## src/rtl/fpu_cmd_issuer_if.sv

```systemverilog
// +--------------------------------------------------------------------------+
// | fpu_cmd_if / fpu_core_if : CPU command/response and FPU_Core channels    |
// | Revision: 1.0                                                            |
// +--------------------------------------------------------------------------+
`timescale 1ns/1ps
`default_nettype none

interface fpu_cmd_if;
   logic        cmd_valid;
   logic        cmd_ready;
   logic [7:0]  cmd_inst;
   logic [2:0]  cmd_stack_index;
   logic [79:0] cmd_data;
   logic [31:0] cmd_int_data;
   logic        rsp_valid;
   logic        rsp_ready;
   logic [7:0]  rsp_inst;
   logic [79:0] rsp_data;
   logic [15:0] rsp_status;
   logic        rsp_error;
   logic        rsp_timeout;

   modport master (
      output cmd_valid, cmd_inst, cmd_stack_index, cmd_data, cmd_int_data, rsp_ready,
      input  cmd_ready, rsp_valid, rsp_inst, rsp_data, rsp_status, rsp_error, rsp_timeout
   );
   modport slave (
      input  cmd_valid, cmd_inst, cmd_stack_index, cmd_data, cmd_int_data, rsp_ready,
      output cmd_ready, rsp_valid, rsp_inst, rsp_data, rsp_status, rsp_error, rsp_timeout
   );
endinterface

interface fpu_core_if;
   logic        fpu_execute;
   logic [7:0]  fpu_instruction;
   logic [2:0]  fpu_stack_index;
   logic [79:0] fpu_data_in;
   logic [31:0] fpu_int_data_in;
   logic        fpu_ready;
   logic        fpu_error;
   logic [79:0] fpu_data_out;
   logic [15:0] fpu_status_out;

   modport master (
      output fpu_execute, fpu_instruction, fpu_stack_index, fpu_data_in, fpu_int_data_in,
      input  fpu_ready, fpu_error, fpu_data_out, fpu_status_out
   );
   modport slave (
      input  fpu_execute, fpu_instruction, fpu_stack_index, fpu_data_in, fpu_int_data_in,
      output fpu_ready, fpu_error, fpu_data_out, fpu_status_out
   );
endinterface

`default_nettype wire

```

## src/rtl/fpu_cmd_issuer.sv

```systemverilog
// +--------------------------------------------------------------------------+
// | fpu_cmd_issuer : FIFO-buffered execute/ready initiator for FPU_Core      |
// | Optional watchdog: define FPU_ISSUER_TIMEOUT_EN          Revision: 1.0   |
// +--------------------------------------------------------------------------+
`timescale 1ns/1ps
`default_nettype none

module fpu_cmd_issuer #(
   parameter int FIFO_DEPTH     = 4,
   parameter int TIMEOUT_CYCLES = 10000,
   parameter int CNT_W          = 14
) (
   input  logic       clk,
   input  logic       reset,
   fpu_cmd_if.slave   cmd_if,
   fpu_core_if.master core_if,
   output logic       busy
);

   localparam int             PTR_W    = $clog2(FIFO_DEPTH);
   localparam int             ENTRY_W  = 8 + 3 + 80 + 32;
   localparam logic [PTR_W:0] FULL_CNT = (PTR_W + 1)'(FIFO_DEPTH);
   localparam logic [PTR_W:0] CNT_ONE  = (PTR_W + 1)'(1);
   localparam logic [PTR_W-1:0] PTR_ONE = PTR_W'(1);

   localparam logic [2:0] S_IDLE   = 3'd0;
   localparam logic [2:0] S_ISSUE  = 3'd1;
   localparam logic [2:0] S_SETTLE = 3'd2;
   localparam logic [2:0] S_WAIT   = 3'd3;
   localparam logic [2:0] S_RESP   = 3'd4;

   if (FIFO_DEPTH < 2 || (FIFO_DEPTH & (FIFO_DEPTH - 1)) != 0 ||
       (2 ** CNT_W) <= TIMEOUT_CYCLES) begin : g_bad_cfg
      $error("fpu_cmd_issuer: illegal FIFO_DEPTH / CNT_W / TIMEOUT_CYCLES");
   end

   logic [ENTRY_W-1:0] fifo_mem_q [FIFO_DEPTH];
   logic [PTR_W-1:0]   wr_ptr_q;
   logic [PTR_W-1:0]   rd_ptr_q;
   logic [PTR_W:0]     count_q;
   logic [PTR_W:0]     count_d;
   logic               cmd_ready_q;
   logic               push;
   logic               pop;
   logic [ENTRY_W-1:0] head;

   logic [2:0]         state_q;
   logic [2:0]         state_d;
   logic               capture;

   logic [7:0]         inst_q;
   logic [2:0]         idx_q;
   logic [79:0]        data_q;
   logic [31:0]        int_q;

   logic [7:0]         rsp_inst_q;
   logic [79:0]        rsp_data_q;
   logic [15:0]        rsp_status_q;
   logic               rsp_error_q;

   assign push = cmd_if.cmd_valid & cmd_ready_q;
   assign head = fifo_mem_q[rd_ptr_q];

   always_comb begin
      count_d = count_q;
      case ({push, pop})
         2'b10:   count_d = count_q + CNT_ONE;
         2'b01:   count_d = count_q - CNT_ONE;
         default: count_d = count_q;
      endcase
   end

   always_ff @(posedge clk) begin
      if (push) begin
         fifo_mem_q[wr_ptr_q] <= {cmd_if.cmd_inst, cmd_if.cmd_stack_index,
                                  cmd_if.cmd_data, cmd_if.cmd_int_data};
      end
   end

   // Ready is registered from the next count so it is low out of reset and drops the cycle the FIFO fills.
   always_ff @(posedge clk) begin
      if (reset) begin
         wr_ptr_q    <= '0;
         rd_ptr_q    <= '0;
         count_q     <= '0;
         cmd_ready_q <= 1'b0;
      end else begin
         if (push) wr_ptr_q <= wr_ptr_q + PTR_ONE;
         if (pop)  rd_ptr_q <= rd_ptr_q + PTR_ONE;
         count_q     <= count_d;
         cmd_ready_q <= (count_d != FULL_CNT);
      end
   end

`ifdef FPU_ISSUER_TIMEOUT_EN
   localparam logic [CNT_W-1:0] WDOG_LIMIT = CNT_W'(TIMEOUT_CYCLES - 1);
   localparam logic [CNT_W-1:0] WDOG_ONE   = CNT_W'(1);

   logic [CNT_W-1:0] wdog_q;
   logic             expire;
   logic             rsp_timeout_q;

   always_ff @(posedge clk) begin
      if (reset) begin
         wdog_q <= '0;
      end else if (state_q == S_SETTLE) begin
         wdog_q <= '0;
      end else if (state_q == S_WAIT && !core_if.fpu_ready) begin
         wdog_q <= wdog_q + WDOG_ONE;
      end
   end

   assign cmd_if.rsp_timeout = rsp_timeout_q;
`else
   assign cmd_if.rsp_timeout = 1'b0;
`endif

   always_comb begin
      state_d = state_q;
      pop     = 1'b0;
      capture = 1'b0;
`ifdef FPU_ISSUER_TIMEOUT_EN
      expire  = 1'b0;
`endif
      case (state_q)
         S_IDLE: begin
            if (count_q != '0) begin
               pop     = 1'b1;
               state_d = S_ISSUE;
            end
         end
         S_ISSUE:  state_d = S_SETTLE;
         // FPU_Core may still show ready from the previous command here.
         S_SETTLE: state_d = S_WAIT;
         S_WAIT: begin
            if (core_if.fpu_ready) begin
               capture = 1'b1;
               state_d = S_RESP;
            end
`ifdef FPU_ISSUER_TIMEOUT_EN
            else if (wdog_q == WDOG_LIMIT) begin
               expire  = 1'b1;
               state_d = S_RESP;
            end
`endif
         end
         S_RESP: begin
            if (cmd_if.rsp_ready) state_d = S_IDLE;
         end
         default: state_d = S_IDLE;
      endcase
   end

   always_ff @(posedge clk) begin
      if (reset) state_q <= S_IDLE;
      else       state_q <= state_d;
   end

   always_ff @(posedge clk) begin
      if (reset) begin
         inst_q <= '0;
         idx_q  <= '0;
         data_q <= '0;
         int_q  <= '0;
      end else if (pop) begin
         {inst_q, idx_q, data_q, int_q} <= head;
      end
   end

   always_ff @(posedge clk) begin
      if (reset) begin
         rsp_inst_q    <= '0;
         rsp_data_q    <= '0;
         rsp_status_q  <= '0;
         rsp_error_q   <= 1'b0;
`ifdef FPU_ISSUER_TIMEOUT_EN
         rsp_timeout_q <= 1'b0;
`endif
      end else if (capture) begin
         rsp_inst_q    <= inst_q;
         rsp_data_q    <= core_if.fpu_data_out;
         rsp_status_q  <= core_if.fpu_status_out;
         rsp_error_q   <= core_if.fpu_error;
`ifdef FPU_ISSUER_TIMEOUT_EN
         rsp_timeout_q <= 1'b0;
      end else if (expire) begin
         rsp_inst_q    <= inst_q;
         rsp_data_q    <= '0;
         rsp_status_q  <= core_if.fpu_status_out;
         rsp_error_q   <= 1'b1;
         rsp_timeout_q <= 1'b1;
`endif
      end
   end

   assign cmd_if.cmd_ready  = cmd_ready_q;
   assign cmd_if.rsp_valid  = (state_q == S_RESP);
   assign cmd_if.rsp_inst   = rsp_inst_q;
   assign cmd_if.rsp_data   = rsp_data_q;
   assign cmd_if.rsp_status = rsp_status_q;
   assign cmd_if.rsp_error  = rsp_error_q;

   assign core_if.fpu_execute     = (state_q == S_ISSUE);
   assign core_if.fpu_instruction = inst_q;
   assign core_if.fpu_stack_index = idx_q;
   assign core_if.fpu_data_in     = data_q;
   assign core_if.fpu_int_data_in = int_q;

   assign busy = (state_q != S_IDLE) || (count_q != '0);

endmodule

`default_nettype wire
```

## src/flat_wrapper.sv

```systemverilog
// flat-port wrapper written by rule: the top's interface ports become plain ports
module fpu_cmd_issuer_flat 
#(
   parameter int FIFO_DEPTH     = 4,
   parameter int TIMEOUT_CYCLES = 10000,
   parameter int CNT_W          = 14
)
  (clk, reset, busy, cmd_if_cmd_valid, cmd_if_cmd_inst, cmd_if_cmd_stack_index, cmd_if_cmd_data, cmd_if_cmd_int_data, cmd_if_rsp_ready, cmd_if_cmd_ready, cmd_if_rsp_valid, cmd_if_rsp_inst, cmd_if_rsp_data, cmd_if_rsp_status, cmd_if_rsp_error, cmd_if_rsp_timeout, core_if_fpu_execute, core_if_fpu_instruction, core_if_fpu_stack_index, core_if_fpu_data_in, core_if_fpu_int_data_in, core_if_fpu_ready, core_if_fpu_error, core_if_fpu_data_out, core_if_fpu_status_out);
  fpu_cmd_if cmd_if_i ();
  fpu_core_if core_if_i ();
  input  logic clk;
  input  logic reset;
  output logic busy;
  input wire logic [$bits(cmd_if_i.cmd_valid)-1:0] cmd_if_cmd_valid;
  input wire logic [$bits(cmd_if_i.cmd_inst)-1:0] cmd_if_cmd_inst;
  input wire logic [$bits(cmd_if_i.cmd_stack_index)-1:0] cmd_if_cmd_stack_index;
  input wire logic [$bits(cmd_if_i.cmd_data)-1:0] cmd_if_cmd_data;
  input wire logic [$bits(cmd_if_i.cmd_int_data)-1:0] cmd_if_cmd_int_data;
  input wire logic [$bits(cmd_if_i.rsp_ready)-1:0] cmd_if_rsp_ready;
  output wire logic [$bits(cmd_if_i.cmd_ready)-1:0] cmd_if_cmd_ready;
  output wire logic [$bits(cmd_if_i.rsp_valid)-1:0] cmd_if_rsp_valid;
  output wire logic [$bits(cmd_if_i.rsp_inst)-1:0] cmd_if_rsp_inst;
  output wire logic [$bits(cmd_if_i.rsp_data)-1:0] cmd_if_rsp_data;
  output wire logic [$bits(cmd_if_i.rsp_status)-1:0] cmd_if_rsp_status;
  output wire logic [$bits(cmd_if_i.rsp_error)-1:0] cmd_if_rsp_error;
  output wire logic [$bits(cmd_if_i.rsp_timeout)-1:0] cmd_if_rsp_timeout;
  output wire logic [$bits(core_if_i.fpu_execute)-1:0] core_if_fpu_execute;
  output wire logic [$bits(core_if_i.fpu_instruction)-1:0] core_if_fpu_instruction;
  output wire logic [$bits(core_if_i.fpu_stack_index)-1:0] core_if_fpu_stack_index;
  output wire logic [$bits(core_if_i.fpu_data_in)-1:0] core_if_fpu_data_in;
  output wire logic [$bits(core_if_i.fpu_int_data_in)-1:0] core_if_fpu_int_data_in;
  input wire logic [$bits(core_if_i.fpu_ready)-1:0] core_if_fpu_ready;
  input wire logic [$bits(core_if_i.fpu_error)-1:0] core_if_fpu_error;
  input wire logic [$bits(core_if_i.fpu_data_out)-1:0] core_if_fpu_data_out;
  input wire logic [$bits(core_if_i.fpu_status_out)-1:0] core_if_fpu_status_out;
  assign cmd_if_i.cmd_valid = cmd_if_cmd_valid;
  assign cmd_if_i.cmd_inst = cmd_if_cmd_inst;
  assign cmd_if_i.cmd_stack_index = cmd_if_cmd_stack_index;
  assign cmd_if_i.cmd_data = cmd_if_cmd_data;
  assign cmd_if_i.cmd_int_data = cmd_if_cmd_int_data;
  assign cmd_if_i.rsp_ready = cmd_if_rsp_ready;
  assign cmd_if_cmd_ready = cmd_if_i.cmd_ready;
  assign cmd_if_rsp_valid = cmd_if_i.rsp_valid;
  assign cmd_if_rsp_inst = cmd_if_i.rsp_inst;
  assign cmd_if_rsp_data = cmd_if_i.rsp_data;
  assign cmd_if_rsp_status = cmd_if_i.rsp_status;
  assign cmd_if_rsp_error = cmd_if_i.rsp_error;
  assign cmd_if_rsp_timeout = cmd_if_i.rsp_timeout;
  assign core_if_fpu_execute = core_if_i.fpu_execute;
  assign core_if_fpu_instruction = core_if_i.fpu_instruction;
  assign core_if_fpu_stack_index = core_if_i.fpu_stack_index;
  assign core_if_fpu_data_in = core_if_i.fpu_data_in;
  assign core_if_fpu_int_data_in = core_if_i.fpu_int_data_in;
  assign core_if_i.fpu_ready = core_if_fpu_ready;
  assign core_if_i.fpu_error = core_if_fpu_error;
  assign core_if_i.fpu_data_out = core_if_fpu_data_out;
  assign core_if_i.fpu_status_out = core_if_fpu_status_out;
  fpu_cmd_issuer #(.FIFO_DEPTH(FIFO_DEPTH), .TIMEOUT_CYCLES(TIMEOUT_CYCLES), .CNT_W(CNT_W)) u_core (.clk(clk), .reset(reset), .cmd_if(cmd_if_i), .core_if(core_if_i), .busy(busy));
endmodule
```

## config.mk

```make
export PLATFORM = sky130hd
export DESIGN_NAME = fpu_cmd_issuer_flat
export DESIGN_NICKNAME = d
export VERILOG_FILES = /design/src/rtl/fpu_cmd_issuer_if.sv /design/src/rtl/fpu_cmd_issuer.sv /design/src/flat_wrapper.sv
export SDC_FILE = /design/constraint.sdc
export NUM_CORES = 1
export LEC_CHECK = 0
export ABC_AREA = 1
export ABC_CLOCK_PERIOD_IN_PS = 10000
export BUFFER_PORTS_ARGS = -buffer_cell sky130_fd_sc_hd__buf_4
export CORE_AREA = 8 8 234 281
export CTS_BUF_LIST = sky130_fd_sc_hd__clkbuf_8
export CTS_CLUSTER_DIAMETER = 40
export CTS_CLUSTER_SIZE = 8
export DETAILED_ROUTE_END_ITERATION = 12
export DIE_AREA = 0 0 242 289
export HOLD_SLACK_MARGIN = 0.15
export PLACE_DENSITY = 0.66
export RECOVER_POWER = 100
export REMOVE_ABC_BUFFERS = 1
export SLEW_MARGIN = 20
export SYNTH_ARGS = -nofsm -noshare
export SYNTH_HDL_FRONTEND = slang
export SYNTH_SLANG_ARGS = --single-unit
```

## constraint.sdc

```tcl
create_clock -name clk -period 10 [get_ports clk]
set_input_delay 1.5 -clock clk [delete_from_list [all_inputs] [get_ports clk]]
set_output_delay 1.5 -clock clk [all_outputs]
set_load 0.01 [all_outputs]
```

==> reports/results.ini, run 1 <==
[global_route]
grt.busiest_layer=met2
antenna_found_initial=23
grt-ovfl-total=0
grt_pass1_vias=19840
grt_use_total=0.2043
grtUsageMet2=0.3552
met1_usage=0.2338
grt_max_degree=142
grt_util_met3=0.05707
grt_pass1_wl_mm=112.6

[timing]
hold_violations=0
finalCriticalPeriod_ps=6067
holdWs_ps=459.6
clock_skew_ps=26.97
rsz0062_at_grt=no
relSlewSlack=-1.666
tns_ps=0
worst_slack_ps=3933
max_freq_mhz=164.8
tightestPinTransition_ps=3999
setup-violations-final=0
slew_violations=751
fin_crit_sh=0.6067

[logic_synthesis]
ys_ff_latch=731
synth_area_leader_cell=edfxtp_1
synth_cell_types=28
synth_top_area_frac=0.5413
postSynthAreaPerCell_sq_um=10.82
synth_area_sq_um=27290
ys_seq_area_frac=0.7166
synth_ff_type=edfxtp_1
synth-edff-count=492
yosysWarnings=0
synthCells=2523
synthTopCellsByArea=edfxtp_1 (54%), dfxtp_1 (18%), nor2_1 (10%)
synthArstFlopShare=0

[placed_design]
gp_congestion=0.8881
port-buffer-count=456
place_area_sq_um=31150
dp.cells=3646
post-place-ws_ps=5713
post-dp-hpwl_mm=44.96

[clock_tree]
clockBufferDepth=3
clk_pin_slew_worst_paths_ps=60
holdBufCountCts=0
post_cts_buffers=0
cts_made_buffers=108
clock-sinks=731
cts_resized=0
cts_tree=done
cts_root_buf=clkbuf_8
insertion_delay_ps=700
htree_num_levels=3

[route]
first_pass_iters=5
dr_total_vias=19680
first_iter_violations=1237
routed_via_density=5.099
ant_nets=0
totalWireLength_mm=74.57
avgRoutedWirePerCell_um=19.32
drcViolationCount=0

[layout]
fin_nets=3171
drive_above_1_share=0.08353
final_common_cell=nor2_1
mostFrequentLayoutCells=nor2_1 (748), edfxtp_1 (492), o21ai_0 (367)
finalNonFillerCells=3860
area_delta_synth_final_pct=16.44
stdcell_area_sq_um=31780
nFillCells=5688

[floorplanning]
die_w_um=242
die_area_sq_um=69940
die_y_um=289
start_util=0.4452
ios=458
rows=100
core-area_sq_um=61310

[critical_path]
path_class=in2reg
reg2reg_setup_slack_ps=4470
rr_worst_depth=8
cp.required_ps=10610
endpoint=u_core.core_if.fpu_data_in[50]$_SDFFE_PP0P_
r2r-start=u_core.state_q[2]$_SDFFE_PP0P_
r2r-end=u_core.core_if.fpu_int_data_in[6]$_SDFFE_PP0P_
crit_path_start_kind=input port
endpoint_kind=flop
cp_max_fo=89
crit_arrival_ps=6680
crit_path_start=reset

[worst_hold_path]
min_path_type=reg2reg
holdPathStages=2

[power]
powerDensity_nw_per_um2=253.1
power.static_leakage_uw=0.01148
vdd_ir_drop_max_mv=0.1263

[outcome]
status=finished, violations left
violations=capacitance limit, slew limit

[flow_run]
maxCapViolCount=13

[through the flow]
step           power (uW)    util
2_1_floorplan        5155       -
3_3_place_gp         6027  0.5080
3_5_place_dp         6089  0.5080
4_1_cts              8311  0.5404
5_1_grt              8545  0.5181
6_report             8044  0.5183
[worst min path at each step]
stage	to	slack (ps)	start
after floorplan	u_core.cmd_if.rsp_data[0]$_SDFFE_PP0P_	480	u_core.cmd_if.rsp_data[0]$_SDFFE_PP0P_
after global placement	u_core.cmd_if.rsp_data[42]$_SDFFE_PP0P_	450	u_core.cmd_if.rsp_data[42]$_SDFFE_PP0P_
after detailed placement	u_core.cmd_if.rsp_status[15]$_SDFFE_PP0P_	450	u_core.cmd_if.rsp_status[15]$_SDFFE_PP0P_
after CTS	u_core.cmd_if.rsp_status[15]$_SDFFE_PP0P_	460	u_core.cmd_if.rsp_status[15]$_SDFFE_PP0P_
after global routing	u_core.cmd_if.rsp_data[78]$_SDFFE_PP0P_	470	u_core.cmd_if.rsp_data[78]$_SDFFE_PP0P_
final	u_core.cmd_if.rsp_status[4]$_SDFFE_PP0P_	460	u_core.cmd_if.rsp_status[4]$_SDFFE_PP0P_
[Yosys cell counts, drive strengths merged (2+ instances only)]
library cell,count
a21oi,112
nand3,108
buf,83
o21ai,374
ha,5
nor2,751
nand2,241
xor2,2
inv,23
clkbuf,86
edfxtp,492
dfxtp,239
[cell families after synthesis]
| logic type | after synthesis | share of synthesized area |
|---|---|---|
| buf+inv | 192 | 0.03237 |
| other cells | 1 | 0.0001374 |
| fa+ha+maj | 6 | 0.003026 |
| xor+xnor | 2 | 0.0006419 |
| compound gates | 488 | 0.08963 |
| flops | 731 | 0.7166 |
| simple gates | 1103 | 0.1576 |
[final cells by class]
| class | instances | area [sq um] | area share |
|---|---|---|---|
| Sequential cell | 731 | 19570 | 0.6157 |
| Multi-Input combinational cell | 1600 | 6863 | 0.2160 |
| Timing Repair Buffer | 476 | 2207 | 0.06945 |
| Clock buffer | 120 | 1652 | 0.05197 |
| Tap cell | 816 | 1021 | 0.03213 |
| Clock inverter | 79 | 335.3 | 0.01055 |
| Inverter | 23 | 96.34 | 0.003032 |
| Antenna cell | 15 | 37.54 | 0.001181 |
[layer usage]
| metal | up-vias | part of all wire |
|---|---|---|
| met5 | - | 0.0012 |
| li1 | 9446 | - |
| met3 | 133 | 0.074 |
| met2 | 669 | 0.50 |
| met4 | 14 | 0.031 |
| met1 | 9420 | 0.40 |
[where the power goes]
group,leakage (uW),switching [uW],internal (uW)
combinational,0.00379,1430,547
sequential,0.00644,200,3660
clock,0.00126,1110,1100
total,0.0115,2740,5300
[sequential cells by signal, summed over array words and instances, names as in the netlist]
register	flops
u_core.state_q	3
u_core.cmd_if.cmd_ready	1
u_core.core_if.fpu_stack_index	3
u_core.cmd_if.rsp_error	1
u_core.cmd_if.rsp_status	16
u_core.core_if.fpu_data_in	80
u_core.cmd_if.rsp_data	80
u_core.count_q	3
u_core.core_if.fpu_instruction	8
u_core.core_if.fpu_int_data_in	32
u_core.wr_ptr_q	2
u_core.rd_ptr_q	2
u_core.cmd_if.rsp_inst	8
u_core.fifo_mem_q	492
[critical path, stage by stage]
cell and delay (ps):
clkbuf_1 490, clkinvlp_2 990, clkbuf_1 2850, o21ai_0 510, nor2_1 250
Power figures use the tool's default switching activity.
==> run 2, diff against run 1 <==
- ABC_CLOCK_PERIOD_IN_PS: 10000 -> 5000
- PLACE_DENSITY: 0.66 -> 0.68
- clock period: 10 -> 5 ns (I/O delays scaled with it)
==> reports/results.ini, run 2 (synthesis results as in run 1) <==
[outcome]
status=finished, violations left
violations=capacitance limit, slew limit

[placed_design]
post-place-ws_ps=1898  ; -3814 ps
post-dp-hpwl_mm=45.87  ; +2.0%
port-buffer-count=456  ; unchanged
gp_congestion=0.9348  ; +5.3%
place_area_sq_um=31290  ; +0.47%

[route]
routed_via_density=5.160  ; +1.2%
first_iter_violations=1116  ; -9.8%
first_pass_iters=5  ; unchanged
dr_total_vias=19960  ; +1.4%
drcViolationCount=0  ; unchanged
ant_nets=0  ; unchanged
avgRoutedWirePerCell_um=19.85  ; +2.7%
totalWireLength_mm=76.80  ; +3.0%

[layout]
mostFrequentLayoutCells=nor2_1 (750), edfxtp_1 (492), o21ai_0 (364)
area_delta_synth_final_pct=17.23
drive_above_1_share=0.08777  ; +0.004245
nFillCells=5700  ; +0.21%
largest_register=u_core.fifo_mem_q
fin_nets=3180  ; +0.28%
largest_reg_flops=492  ; unchanged
fin_util=0.5219  ; +0.003530
final_common_cell=nor2_1
stdcell_area_sq_um=31990  ; +0.68%

[power]
powerDensity_nw_per_um2=511.0  ; +100%
vdd_ir_drop_max_mv=0.2894  ; +130%
power.static_leakage_uw=0.01161  ; +1.1%

[timing]
finalCriticalPeriod_ps=3744
relSlewSlack=-0.7598  ; +0.9062
rsz0062_at_grt=no
setup-violations-final=0  ; unchanged
holdWs_ps=292.6  ; -167.1 ps
tightestPinTransition_ps=2630  ; -1369 ps
max_freq_mhz=267.1
hold_violations=0  ; unchanged
fin_crit_sh=0.7488
worst_slack_ps=1256  ; -2677 ps
clock_skew_ps=51.43  ; +24.46 ps
slew_violations=678  ; -9.7%

[clock_tree]
cts_root_buf=clkbuf_8
cts_tree=done
insertion_delay_ps=710  ; about the same
clock-sinks=731  ; unchanged
htree_num_levels=3  ; unchanged
cts_resized=0  ; unchanged
clk_pin_slew_worst_paths_ps=70  ; about the same
post_cts_buffers=0  ; unchanged
cts_made_buffers=111  ; +2.8%
holdBufCountCts=0  ; unchanged
clockBufferDepth=3  ; unchanged

[critical_path]
crit_chain=inv_1 > buf_4 > nor2_1 > o21ai_0 > nand2_1 > nor2_1 > nor2_1
crit_slowest_cell=inv_1
max_stage_delay_ps=1870  ; -980 ps
cp.required_ps=5590  ; -5020 ps
cp_max_fo=56  ; -37%
rr_worst_depth=7  ; -1
crit_path_start_kind=flop
crit_top_cell=nor2_1
endpoint_kind=flop
path_class=reg2reg
crit_arrival_ps=4330  ; -2350 ps

[global_route]
grt_pass1_vias=20140  ; +1.5%
antenna_found_initial=23  ; unchanged
grt-ovfl-total=0  ; unchanged
grt_pass1_wl_mm=115.7  ; +2.7%
grt_use_total=0.2097  ; +0.005441
grt_max_degree=175  ; +23%

[flow_run]
maxCapViolCount=14  ; +1

[floorplanning]
ios=458  ; unchanged
core-area_sq_um=61310  ; unchanged
die_area_sq_um=69940  ; unchanged
die_y_um=289  ; unchanged
die_w_um=242  ; unchanged
rows=100  ; unchanged
start_util=0.4452  ; unchanged

[worst_hold_path]
min_path_type=in2reg
holdPathStages=1  ; -1

-- run 2: critical path, delay by kind of cell, from the launching register on --
| kind | cells | cell delay [ps] |
|---|---|---|
| flip-flops | 1 | 510 |
| buffers and inverters | 2 | 2610 |
| AND/OR/NAND/NOR | 4 | 390 |
| AO/OA/AOI/OAI | 1 | 100 |
-- run 2: worst paths after layout --
path,slack (ps),startpoint,endpoint
hold reg to reg,460,u_core.cmd_if.rsp_data[12]$_SDFFE_PP0P_,u_core.cmd_if.rsp_data[12]$_SDFFE_PP0P_
setup / recovery,1260,u_core.rd_ptr_q[1]$_SDFFE_PP0P_,u_core.core_if.fpu_data_in[54]$_SDFFE_PP0P_
hold / removal,290,cmd_if_cmd_int_data[30],u_core.fifo_mem_q[2][30]$_DFFE_PP_
setup reg to reg,1260,u_core.rd_ptr_q[1]$_SDFFE_PP0P_,u_core.core_if.fpu_data_in[54]$_SDFFE_PP0P_
-- run 2: layer usage --
layer	GRT usage	routed length, um
met1	0.2427	30570
met5	0	161
met3	0.05615	5407
met4	0.09656	2606
met2	0.3628	38060
-- run 2: where the power goes --
group	total [uW]	internal (uW)	switching (uW)
Sequential	7740	7310	432
Combinational	4010	1120	2890
Clock	4600	2310	2280
-- run 2: area by class of cell --
class                           instances  area, sq um  area share
Timing Repair Buffer                  482         2312     0.07227
Sequential cell                       731        19570      0.6116
Tap cell                              816         1021     0.03191
Antenna cell                           11        27.53   0.0008604
Multi-Input combinational cell       1600         6873      0.2148
Clock buffer                          119         1638     0.05119
Inverter                               23        98.84    0.003089
Clock inverter                         87        457.9     0.01431
-- run 2: metrics by stage --
step | instances | total power (uW) | TNS [ps]
6_report | 3869 | 16350 | 0
5_1_grt | 3866 | 17330 | 0
4_1_cts | 3857 | 16860 | 0
3_5_place_dp | 3651 | 12230 | 0
3_3_place_gp | 3651 | 12090 | 0
2_1_floorplan | 2354 | 10310 | -1214990
==> run 3, diff against run 2 <==
- ABC_CLOCK_PERIOD_IN_PS: 5000 -> 3350
- clock period: 5 -> 3.35 ns (I/O delays scaled with it)
==> reports/results.ini, run 3 (synthesis results as in run 1) <==
[outcome]
status=finished, violations left
violations=capacitance limit, slew limit

[critical_path]
path_delay_family=buffers and inverters
path_depth=3  ; -4
critPathBufInv=1  ; -1
cp_max_fo=26  ; -54%
crit_arrival_ps=3120  ; -1210 ps
endpoint_kind=flop
rr_worst_depth=3  ; -4
path_class=reg2reg
cp.required_ps=3640  ; -1950 ps
crit_slowest_cell=dlymetal6s2s_1
crit_chain=nand2_1 > nor2_4 > dlymetal6s2s_1
crit_path_start_kind=flop
max_stage_delay_ps=1190  ; -680 ps

[route]
wl_met3_mm=5.599  ; +3.6%
wl_met1_mm=31.73  ; +3.8%
met2WireLength_mm=39.44  ; +3.6%
ant_nets=0  ; unchanged
highest_layer=met5
dr_total_vias=20840  ; +4.4%
drcViolationCount=0  ; unchanged
first_iter_violations=1358  ; +22%
routed_via_density=5.095  ; -1.3%
first_pass_iters=7  ; +2
totalWireLength_mm=78.71  ; +2.5%
avgRoutedWirePerCell_um=19.24  ; -3.1%

[placed_design]
gp_congestion=0.8661  ; -7.3%
port-buffer-count=456  ; unchanged
place_area_sq_um=31680  ; +1.2%
dp.cells=3668  ; +0.47%
post-dp-hpwl_mm=46.40  ; +1.1%

[power]
vdd_ir_drop_max_mv=0.7350  ; +150%
power.static_leakage_uw=0.01267  ; +9.2%
powerDensity_nw_per_um2=718.5  ; +41%

[global_route]
grt-ovfl-total=0  ; unchanged
grt_pass1_vias=20980  ; +4.2%
grt_use_total=0.2153  ; +0.005573
grt_max_degree=248  ; +42%
antenna_found_initial=9  ; -61%
grt_pass1_wl_mm=119.9  ; +3.7%

[floorplanning]
die_area_sq_um=69940  ; unchanged
core-area_sq_um=61310  ; unchanged
die_y_um=289  ; unchanged
ios=458  ; unchanged
start_util=0.4452  ; unchanged
rows=100  ; unchanged
die_w_um=242  ; unchanged

[timing]
finalCriticalPeriod_ps=2823  ; -921.0 ps
relSlewSlack=-0.3454  ; +0.4144
rsz0062_at_grt=no
holdWs_ps=226.4  ; -66.12 ps
clock_skew_ps=42.15  ; -9.278 ps
tightestPinTransition_ps=2011  ; -619.1 ps
max_freq_mhz=354.2  ; +33%
slew_violations=156  ; -77%
hold_violations=0  ; unchanged
setup-violations-final=0  ; unchanged
fin_crit_sh=0.8426  ; +0.09388

[layout]
largest_reg_flops=492  ; unchanged
stdcell_area_sq_um=34420  ; +7.6%
finalNonFillerCells=4091  ; +5.7%
nFillCells=5471  ; -4.0%
mostFrequentLayoutCells=nor2_1 (746), edfxtp_1 (492), clkbuf_1 (367)
final_common_cell=nor2_1
fin_nets=3413  ; +7.3%
area_delta_synth_final_pct=26.11
largest_register=u_core.fifo_mem_q
drive_above_1_share=0.08471  ; -0.003062

[worst_hold_path]
min_path_type=in2reg
holdPathStages=3  ; +2

[clock_tree]
htree_num_levels=3  ; unchanged
clockBufferDepth=3  ; unchanged
clock-sinks=731  ; unchanged
post_cts_buffers=0  ; unchanged
cts_made_buffers=109  ; -1.8%
clk_pin_slew_worst_paths_ps=60  ; about the same
cts_tree=done
cts_root_buf=clkbuf_8
insertion_delay_ps=700  ; about the same

[flow_run]
maxCapViolCount=3  ; -11

[run 3: cell count changes in the layout (fill, tap and decap cells not counted), sizes merged]
cell / change
dlygate4sd3: +218
buf: +11
inv: -11
diode: -6
clkbuf: +4
dlymetal6s2s: +3
dlymetal6s4s: +2
clkinv: +1
[run 3: routing by layer]
layer / GRT usage / up-vias
li1: - / 9931
met1: 0.2570 / 9980
met2: 0.3839 / 794
met3: 0.04997 / 131
met4: 0.06774 / 6
met5: 0 / -
[run 3: final cells by class]
type,count,area (sq um),area share
Clock buffer,122,1679,0.04878
Sequential cell,731,19570,0.5685
Clock inverter,77,392.9,0.01141
Timing Repair Buffer,717,4766,0.1385
Multi-Input combinational cell,1600,6884,0.2000
Antenna cell,5,12.51,0.0003635
Tap cell,816,1021,0.02966
Inverter,23,97.59,0.002835
[run 3: through the flow]
stage	power, uW	worst slack (ps)	util	TNS, ps
global placement	18230	889.0	0.5168	0
finish	24730	527.1	0.5614	0
detailed placement	18430	817.2	0.5168	0
floorplan	15710	-4900	-	-2170270
global route	26160	373.4	0.5614	0
CTS	25540	824.7	0.5862	0
[run 3: worst paths after layout]
kind                                              end  slack (ps)                                    start
max reg2reg        u_core.fifo_mem_q[1][55]$_DFFE_PP_         530       u_core.cmd_if.cmd_ready$_SDFF_PP0_
min          u_core.cmd_if.rsp_status[4]$_SDFFE_PP0P_         230                core_if_fpu_status_out[4]
max                u_core.fifo_mem_q[1][55]$_DFFE_PP_         530       u_core.cmd_if.cmd_ready$_SDFF_PP0_
min reg2reg   u_core.cmd_if.rsp_data[70]$_SDFFE_PP0P_         460  u_core.cmd_if.rsp_data[70]$_SDFFE_PP0P_
[run 3: worst register-to-register path: cells and delay by family (launching register included)]
family | cells | cell delay [ps]
buf+inv | 1 | 1200
simple gates | 2 | 850
flops | 1 | 340
[run 3: repair_timing]
item | in CTS | in global routing
hold buffers | 218 | 0
resized for setup | 0 | 0
hold endpoints to repair | 587 | 0
[run 3: report_power, final]
| group | switching (uW) | internal (uW) | total (uW) | leakage [uW] |
|---|---|---|---|---|
| Sequential | 515 | 10900 | 11400 | 0.00644 |
| Clock | 3340 | 3490 | 6830 | 0.00129 |
| Combinational | 4540 | 1970 | 6510 | 0.00495 |
| Total | 8400 | 16300 | 24700 | 0.0127 |
